===== src/rtl/hci_l2_bank_arbiter_pkg.sv =====
// Shared types for the L2 bank arbiter: arbitration state and an index-width helper.
package hci_l2_bank_arbiter_pkg;

    typedef enum logic {
        NORMAL = 1'b0,
        BOOST  = 1'b1
    } hci_l2_arb_state_e;

    // Index width for an n-entry group; single-entry groups still need one bit.
    function automatic int unsigned idx_w(input int unsigned n);
        return (n > 1) ? $clog2(n) : 1;
    endfunction

endpackage


===== src/rtl/hci_l2_bank_arbiter_rr_pick.sv =====
// Round-robin picker: first asserted request at or after ptr, wrapping at N.
module hci_rr_pick
    import hci_l2_bank_arbiter_pkg::*;
#(
    parameter int unsigned N  = 4,
    parameter int unsigned IW = idx_w(N)
) (
    input  logic [N-1:0]  req,
    input  logic [IW-1:0] ptr,
    output logic [IW-1:0] idx,
    output logic          valid
);

    int c;

    always_comb begin
        idx   = '0;
        valid = 1'b0;
        c     = 0;
        for (int i = 0; i < int'(N); i++) begin
            c = int'(ptr) + i;
            if (c >= int'(N)) c = c - int'(N);
            if (!valid && req[c]) begin
                valid = 1'b1;
                idx   = IW'(c);
            end
        end
    end

endmodule


===== src/rtl/hci_l2_bank_arbiter.sv =====
// Per-bank L2 arbiter: strict CH0-over-CH1 priority with a starvation boost,
// round-robin inside each group, and one-cycle read response routing.
module hci_l2_bank_arbiter
    import hci_l2_bank_arbiter_pkg::*;
#(
    parameter int unsigned N_CH0      = 16,
    parameter int unsigned N_CH1      = 4,
    parameter int unsigned AW         = 30,
    parameter int unsigned DW         = 32,
    parameter int unsigned BW         = 8,
    parameter int unsigned STARVE_MAX = 8,
    localparam int unsigned N         = N_CH0 + N_CH1,
    localparam int unsigned BEW       = DW / BW,
    localparam int unsigned P0W       = idx_w(N_CH0),
    localparam int unsigned P1W       = idx_w(N_CH1),
    localparam int unsigned IDXW      = idx_w(N),
    localparam int unsigned CW        = $clog2(STARVE_MAX + 1)
) (
    input  logic                  clk_i,
    input  logic                  rst_ni,
    input  logic                  clear_i,
    input  logic [N-1:0]          req_i,
    input  logic [N-1:0][AW-1:0]  add_i,
    input  logic [N-1:0]          wen_i,
    input  logic [N-1:0][DW-1:0]  data_i,
    input  logic [N-1:0][BEW-1:0] be_i,
    output logic [N-1:0]          gnt_o,
    output logic [N-1:0]          r_valid_o,
    output logic [DW-1:0]         r_data_o,
    output logic                  mem_req_o,
    output logic [AW-1:0]         mem_add_o,
    output logic                  mem_wen_o,
    output logic [DW-1:0]         mem_data_o,
    output logic [BEW-1:0]        mem_be_o,
    input  logic                  mem_gnt_i,
    input  logic [DW-1:0]         mem_r_data_i,
    output hci_l2_arb_state_e     dbg_state,
    output logic [P0W-1:0]        dbg_rr_ptr0,
    output logic [P1W-1:0]        dbg_rr_ptr1,
    output logic [CW-1:0]         dbg_starve_cnt
);

    hci_l2_arb_state_e state;
    logic [P0W-1:0]    rr_ptr0;
    logic [P1W-1:0]    rr_ptr1;
    logic [CW-1:0]     starve_cnt;
    logic [CW-1:0]     starve_cnt_next;
    logic [IDXW-1:0]   tag;
    logic              rvld;

    logic [P0W-1:0]    idx0;
    logic [P1W-1:0]    idx1;
    logic              any0;
    logic              any1;
    logic              sel1;
    logic              hs;
    logic [IDXW-1:0]   winner;

    hci_rr_pick #(.N(N_CH0), .IW(P0W)) u_pick0 (
        .req   (req_i[N_CH0-1:0]),
        .ptr   (rr_ptr0),
        .idx   (idx0),
        .valid (any0)
    );

    hci_rr_pick #(.N(N_CH1), .IW(P1W)) u_pick1 (
        .req   (req_i[N-1:N_CH0]),
        .ptr   (rr_ptr1),
        .idx   (idx1),
        .valid (any1)
    );

    // BOOST hands CH1 the bank whenever it asks; NORMAL only falls back to CH1 when CH0 is idle.
    assign sel1   = (state == BOOST) ? any1 : (!any0 && any1);
    assign winner = sel1 ? (IDXW'(N_CH0) + IDXW'(idx1)) : IDXW'(idx0);

    assign mem_req_o  = |req_i;
    assign hs         = mem_req_o && mem_gnt_i;
    assign mem_add_o  = add_i[winner];
    assign mem_wen_o  = wen_i[winner];
    assign mem_data_o = data_i[winner];
    assign mem_be_o   = be_i[winner];

    always_comb begin
        gnt_o = '0;
        if (hs) gnt_o[winner] = 1'b1;
    end

    always_comb begin
        r_valid_o = '0;
        if (rvld) r_valid_o[tag] = 1'b1;
    end

    assign r_data_o = mem_r_data_i;

    // Counter sees the CH1 win, CH0-over-waiting-CH1 increment, and BOOST idle-exit clear.
    always_comb begin
        starve_cnt_next = starve_cnt;
        if (hs && sel1) begin
            starve_cnt_next = '0;
        end else if (hs && any1) begin
            if (starve_cnt != CW'(STARVE_MAX)) starve_cnt_next = starve_cnt + 1'b1;
        end else if (state == BOOST && !any1) begin
            starve_cnt_next = '0;
        end
    end

    always_ff @(posedge clk_i or negedge rst_ni) begin
        if (!rst_ni) begin
            state      <= NORMAL;
            rr_ptr0    <= '0;
            rr_ptr1    <= '0;
            starve_cnt <= '0;
            tag        <= '0;
            rvld       <= 1'b0;
        end else if (clear_i) begin
            state      <= NORMAL;
            rr_ptr0    <= '0;
            rr_ptr1    <= '0;
            starve_cnt <= '0;
            tag        <= '0;
            rvld       <= 1'b0;
        end else begin
            rvld       <= hs;
            starve_cnt <= starve_cnt_next;
            if (hs) begin
                tag <= winner;
                if (sel1) rr_ptr1 <= (idx1 == P1W'(N_CH1 - 1)) ? '0 : idx1 + 1'b1;
                else      rr_ptr0 <= (idx0 == P0W'(N_CH0 - 1)) ? '0 : idx0 + 1'b1;
            end
            // Entering BOOST on the same edge the count saturates gives CH1 the very next slot.
            case (state)
                NORMAL: if (starve_cnt_next == CW'(STARVE_MAX)) state <= BOOST;
                BOOST:  if ((hs && sel1) || !any1) state <= NORMAL;
                default: state <= NORMAL;
            endcase
        end
    end

    assign dbg_state      = state;
    assign dbg_rr_ptr0    = rr_ptr0;
    assign dbg_rr_ptr1    = rr_ptr1;
    assign dbg_starve_cnt = starve_cnt;

endmodule


===== config.mk =====
export PLATFORM = sky130hd
export DESIGN_NAME = hci_l2_bank_arbiter
export DESIGN_NICKNAME = d
export VERILOG_FILES = /design/src/rtl/hci_l2_bank_arbiter_pkg.sv /design/src/rtl/hci_l2_bank_arbiter_rr_pick.sv /design/src/rtl/hci_l2_bank_arbiter.sv
export SDC_FILE = /design/constraint.sdc
export NUM_CORES = 1
export LEC_CHECK = 0
export CAP_MARGIN = 15
export CORE_AREA = 2 2 601 603
export CTS_BUF_LIST = sky130_fd_sc_hd__clkbuf_4 sky130_fd_sc_hd__clkbuf_8 sky130_fd_sc_hd__clkbuf_16
export DETAILED_ROUTE_END_ITERATION = 6
export DIE_AREA = 0 0 603 605
export SLEW_MARGIN = 25
export SYNTH_ARGS = -nofsm -noshare
export SYNTH_HDL_FRONTEND = slang
export SYNTH_SLANG_ARGS = --single-unit

===== constraint.sdc =====
create_clock -name clk_i -period 13.55 [get_ports clk_i]
set_clock_uncertainty 0.1 [all_clocks]
set_input_delay 2.71 -clock clk_i [delete_from_list [all_inputs] [get_ports clk_i]]
set_output_delay 2.71 -clock clk_i [all_outputs]
set_load 0.05 [all_outputs]

==> impl_metrics.yaml <==
floorplan:
  rows: 220
  die_area_sq_um: 364800
  die_y_um: 605
  num_io_pins: 1547
  core-area_sq_um: 358100
  die_w_um: 603
  start_util_pct: 4.545
logic_synthesis:
  synth_top_area_share_pct: 23.31
  synthTopCellsByArea: "mux2i_1 23%, nand2_1 13%, a21oi_1 8.4%"
  async_reset_ff_share_pct: 100.0
  syn_area_sq_um: 16280
  synth-seq-cells: 17
  synth_top_area_cell: "mux2i_1"
  synth_flop_cell: "dfrtp_1"
  syn_nets: 3893
  syn_inst: 2487
  synth_edf_count: 0
  ys_warn_count: 0
  syn_avg_cell_area_sq_um: 6.545
  ys_types: 71
  ys_seq_area_share_pct: 2.614
sta:
  tightest_slew_ps: 1056
  finalHoldViolCount: 0
  setup_tns_ps: 0
  fin_crit_sh_pct: 95.18
  rsz0062_at_grt: "no"
  setup_viol: 0
  fin_crit_ps: 12900
  slew_viol_final: 0
  whs_ps: 508.1
  max_slew_margin_pct: 27.60
  fmax_ghz: 0.07754
clock_network:
  cts_buffer_depth: 2
  clock_latency_ps: 280
  h-tree-depth: 1
  cts_tree: "done"
  numCtsBuffers: 3
  post_cts_buffers: 0
  cts_root_buf: "clkbuf_16"
  cts_resized: 0
  path_clk_slew_ps: 70
  cts.sinks: 17
  cts_hold_buf: 0
grt:
  overflow: 0
  grt_pass1_vias: 25850
  grt_max_degree: 101
  grt_pass1_wl_um: 308200
  antenna_found_initial: 227
  grt.total_usage_pct: 13.32
worst_setup_path:
  reg2reg_slack_ps: 7380
  worstPathMaxFanout: 34
  critPathCaptureType: "output pin"
  rr_worst_depth: 14
  cp.arrival_ps: 10090
  worstSetupPathType: "in2out"
  r2r_start: "dbg_rr_ptr0[2]$_DFFE_PN0P_"
  cp.required_ps: 10740
  crit_chain: "clkdlybuf4s50_1 > mux4_2 > mux2i_1 > mux2i_1 > or3_1 > nor4_4 > a22oi_1 > o21ai_0 > a21o_4 > or3_2 > buf_4 > nor2_1 > nor4b_1 > clkdlybuf4s50_1"
  critPathTopFamily: "simple AND/OR/NAND/NOR gates"
  slowest_stage: "clkdlybuf4s50_1"
  slowest_delay_ps: 970
  r2r-end: "tag[1]$_DFFE_PN0P_"
  critPathLaunchType: "input port"
  crit_buf_inv: 3
pwr:
  power.total_mw: 13.73
  switching_share_pct: 69.50
  p_comb_share_pct: 99.0
  irDropWorstVdd_mv: 0.3978
  intPower_mw: 4.189
  power_frac_clock_pct: 0.5
  p_per_area_nw_per_um2: 368.7
  p_leak_nw: 13.25
  pwr-share-seq_pct: 0.5
  p_switching_mw: 9.545
routing:
  drc: 0
  vias: 27090
  drt_first_iter_violations: 2741
  first_pass_iters: 7
  viasPerCell: 3.128
  drt-wirelength-per-cell_um: 29.74
  antenna_left: 0
  drt-total-wl_um: 257600
place:
  dpl-instance-area_sq_um: 37020
  port_buffers: 1482
  place_congestion: 0.9451
  dp_hpwl_um: 229400
run:
  maxCapViolations: 0
run_status:
  outcome: "finished, final reports clean"
layout:
  utilization_pct: 10.40
  fin_nets: 5230
  fin_area_sq_um: 37250
  syn2layout_area_growth_pct: 128.9
  drive_above_1_share_pct: 7.560
worst_hold_path:
  hold-path-cell-count: 2
  holdPathEnd: "dbg_rr_ptr1[0]$_DFFE_PN0P_"
  hp-start: "dbg_rr_ptr1[0]$_DFFE_PN0P_"
  min_path_type: "reg2reg"
## layout by cell type (no fill, tap or decap), types with 7 or more instances in the layout
| cell | netlist | routed |
|---|---|---|
| nand2_1 | 568 | 565 |
| and3_1 | 10 | 10 |
| nand3_1 | 167 | 166 |
| nor2_1 | 106 | 102 |
| mux2i_1 | 379 | 377 |
| o22ai_1 | 38 | 38 |
| mux2_2 | 50 | 50 |
| clkdlybuf4s50_1 | 0 | 1470 |
| mux4_2 | 41 | 41 |
| buf_4 | 53 | 110 |
| a221oi_1 | 33 | 33 |
| nor4b_1 | 8 | 8 |
| a31oi_1 | 39 | 38 |
| ha_1 | 10 | 10 |
| nor4b_2 | 19 | 19 |
| nand4_1 | 7 | 7 |
| nor2b_1 | 54 | 54 |
| nor4_1 | 8 | 8 |
| inv_1 | 13 | 13 |
| o21ai_0 | 55 | 52 |
| a211oi_1 | 61 | 61 |
| buf_12 | 0 | 21 |
| a21oi_1 | 273 | 269 |
| nor3_1 | 65 | 65 |
| dfrtp_1 | 17 | 17 |
| a311oi_1 | 31 | 30 |
| xor2_1 | 8 | 8 |
| diode_2 | 0 | 63 |
| a22oi_1 | 73 | 73 |
## cell usage after synthesis, types with 6 or more instances
| library cell | instances |
|---|---|
| a211oi_1 | 61 |
| a21oi_1 | 273 |
| a221oi_1 | 33 |
| a22oi_1 | 73 |
| a311oi_1 | 31 |
| a31oi_1 | 39 |
| and3_1 | 10 |
| buf_1 | 19 |
| buf_2 | 100 |
| buf_4 | 53 |
| buf_6 | 8 |
| clkbuf_1 | 90 |
| dfrtp_1 | 17 |
| ha_1 | 10 |
| inv_1 | 13 |
| mux2_2 | 50 |
| mux2i_1 | 379 |
| mux4_2 | 41 |
| nand2_1 | 568 |
| nand3_1 | 167 |
| nand4_1 | 7 |
| nor2_1 | 106 |
| nor2b_1 | 54 |
| nor3_1 | 65 |
| nor4_1 | 8 |
| nor4b_1 | 8 |
| nor4b_2 | 19 |
| o21ai_0 | 55 |
| o22ai_1 | 38 |
| xnor2_1 | 6 |
| xor2_1 | 8 |
## stage by stage
step / setup WS (ps) / cells
after floorplan: 3069 / 2487
after global placement: 675.0 / 8592
after detailed placement: 640.9 / 8592
after CTS: 637.3 / 8596
after global routing: 384.1 / 8624
final: 653.5 / 8659
## power by group through the flow
stage	combinational, mW	sequential [mW]	clock (mW)
after global routing	14.4	0.0697	0.0685
final	13.6	0.0689	0.0662
after detailed placement	14.0	0.0695	0
after global placement	14.1	0.0693	0
after floorplan	7.36	0.0784	0
after CTS	14.0	0.0686	0.0667
## worst max-delay path by stage
stage,startpoint,endpoint,slack (ps),depth (start not counted)
4_1_cts,req_i[10],mem_add_o[20],640,13
6_report,req_i[8],mem_add_o[0],650,14
3_5_place_dp,req_i[8],mem_add_o[20],640,13
3_3_place_gp,req_i[10],mem_add_o[20],670,15
5_1_grt,req_i[10],mem_add_o[0],380,14
2_1_floorplan,req_i[14],mem_add_o[0],3070,13
## flip-flops by register name (all words and copies together) (netlist names)
name and count:
dbg_state 1, rvld 1, dbg_rr_ptr0 4, tag 5, dbg_starve_cnt 4, dbg_rr_ptr1 2
## layout make-up
type / instances / area, sq um
clock inverter: 1 / 7.507
fill: 41700 / 320900
antenna: 63 / 157.7
inverter: 15 / 56.30
clock buffer: 3 / 75.07
sequential: 17 / 425.4
multi-input combinational: 2185 / 14590
tap: 4773 / 5972
timing repair buffer: 1602 / 15970
## layer usage
layer / GRT usage [%] / share of wire, % / up-vias
met2: 22.98 / 48 / 1824
met4: 2.731 / 2.4 / 104
met5: 0 / 0.27 / -
li1: - / - / 11920
met1: 15.53 / 39 / 12820
met3: 5.110 / 10 / 413
## logic make-up after synthesis
logic type	count (synthesis)	share of synthesized area [%]
fa+ha+maj	10	0.7687
flops	17	2.614
compound gates	647	25.07
xor+xnor	14	0.7533
mux	470	32.44
buf+inv	285	8.932
simple gates	1044	29.43
## worst register-to-register path, delay by kind of cell, from the launching register on
family                   cells  cell delay (ps)
adder cells (fa/ha/maj)      1              710
buffers and inverters        3             1170
AO/OA/AOI/OAI                3             1190
flip-flops                   1              330
multiplexers                 3             1060
AND/OR/NAND/NOR              4             1530
Power figures use the tool's default switching activity.
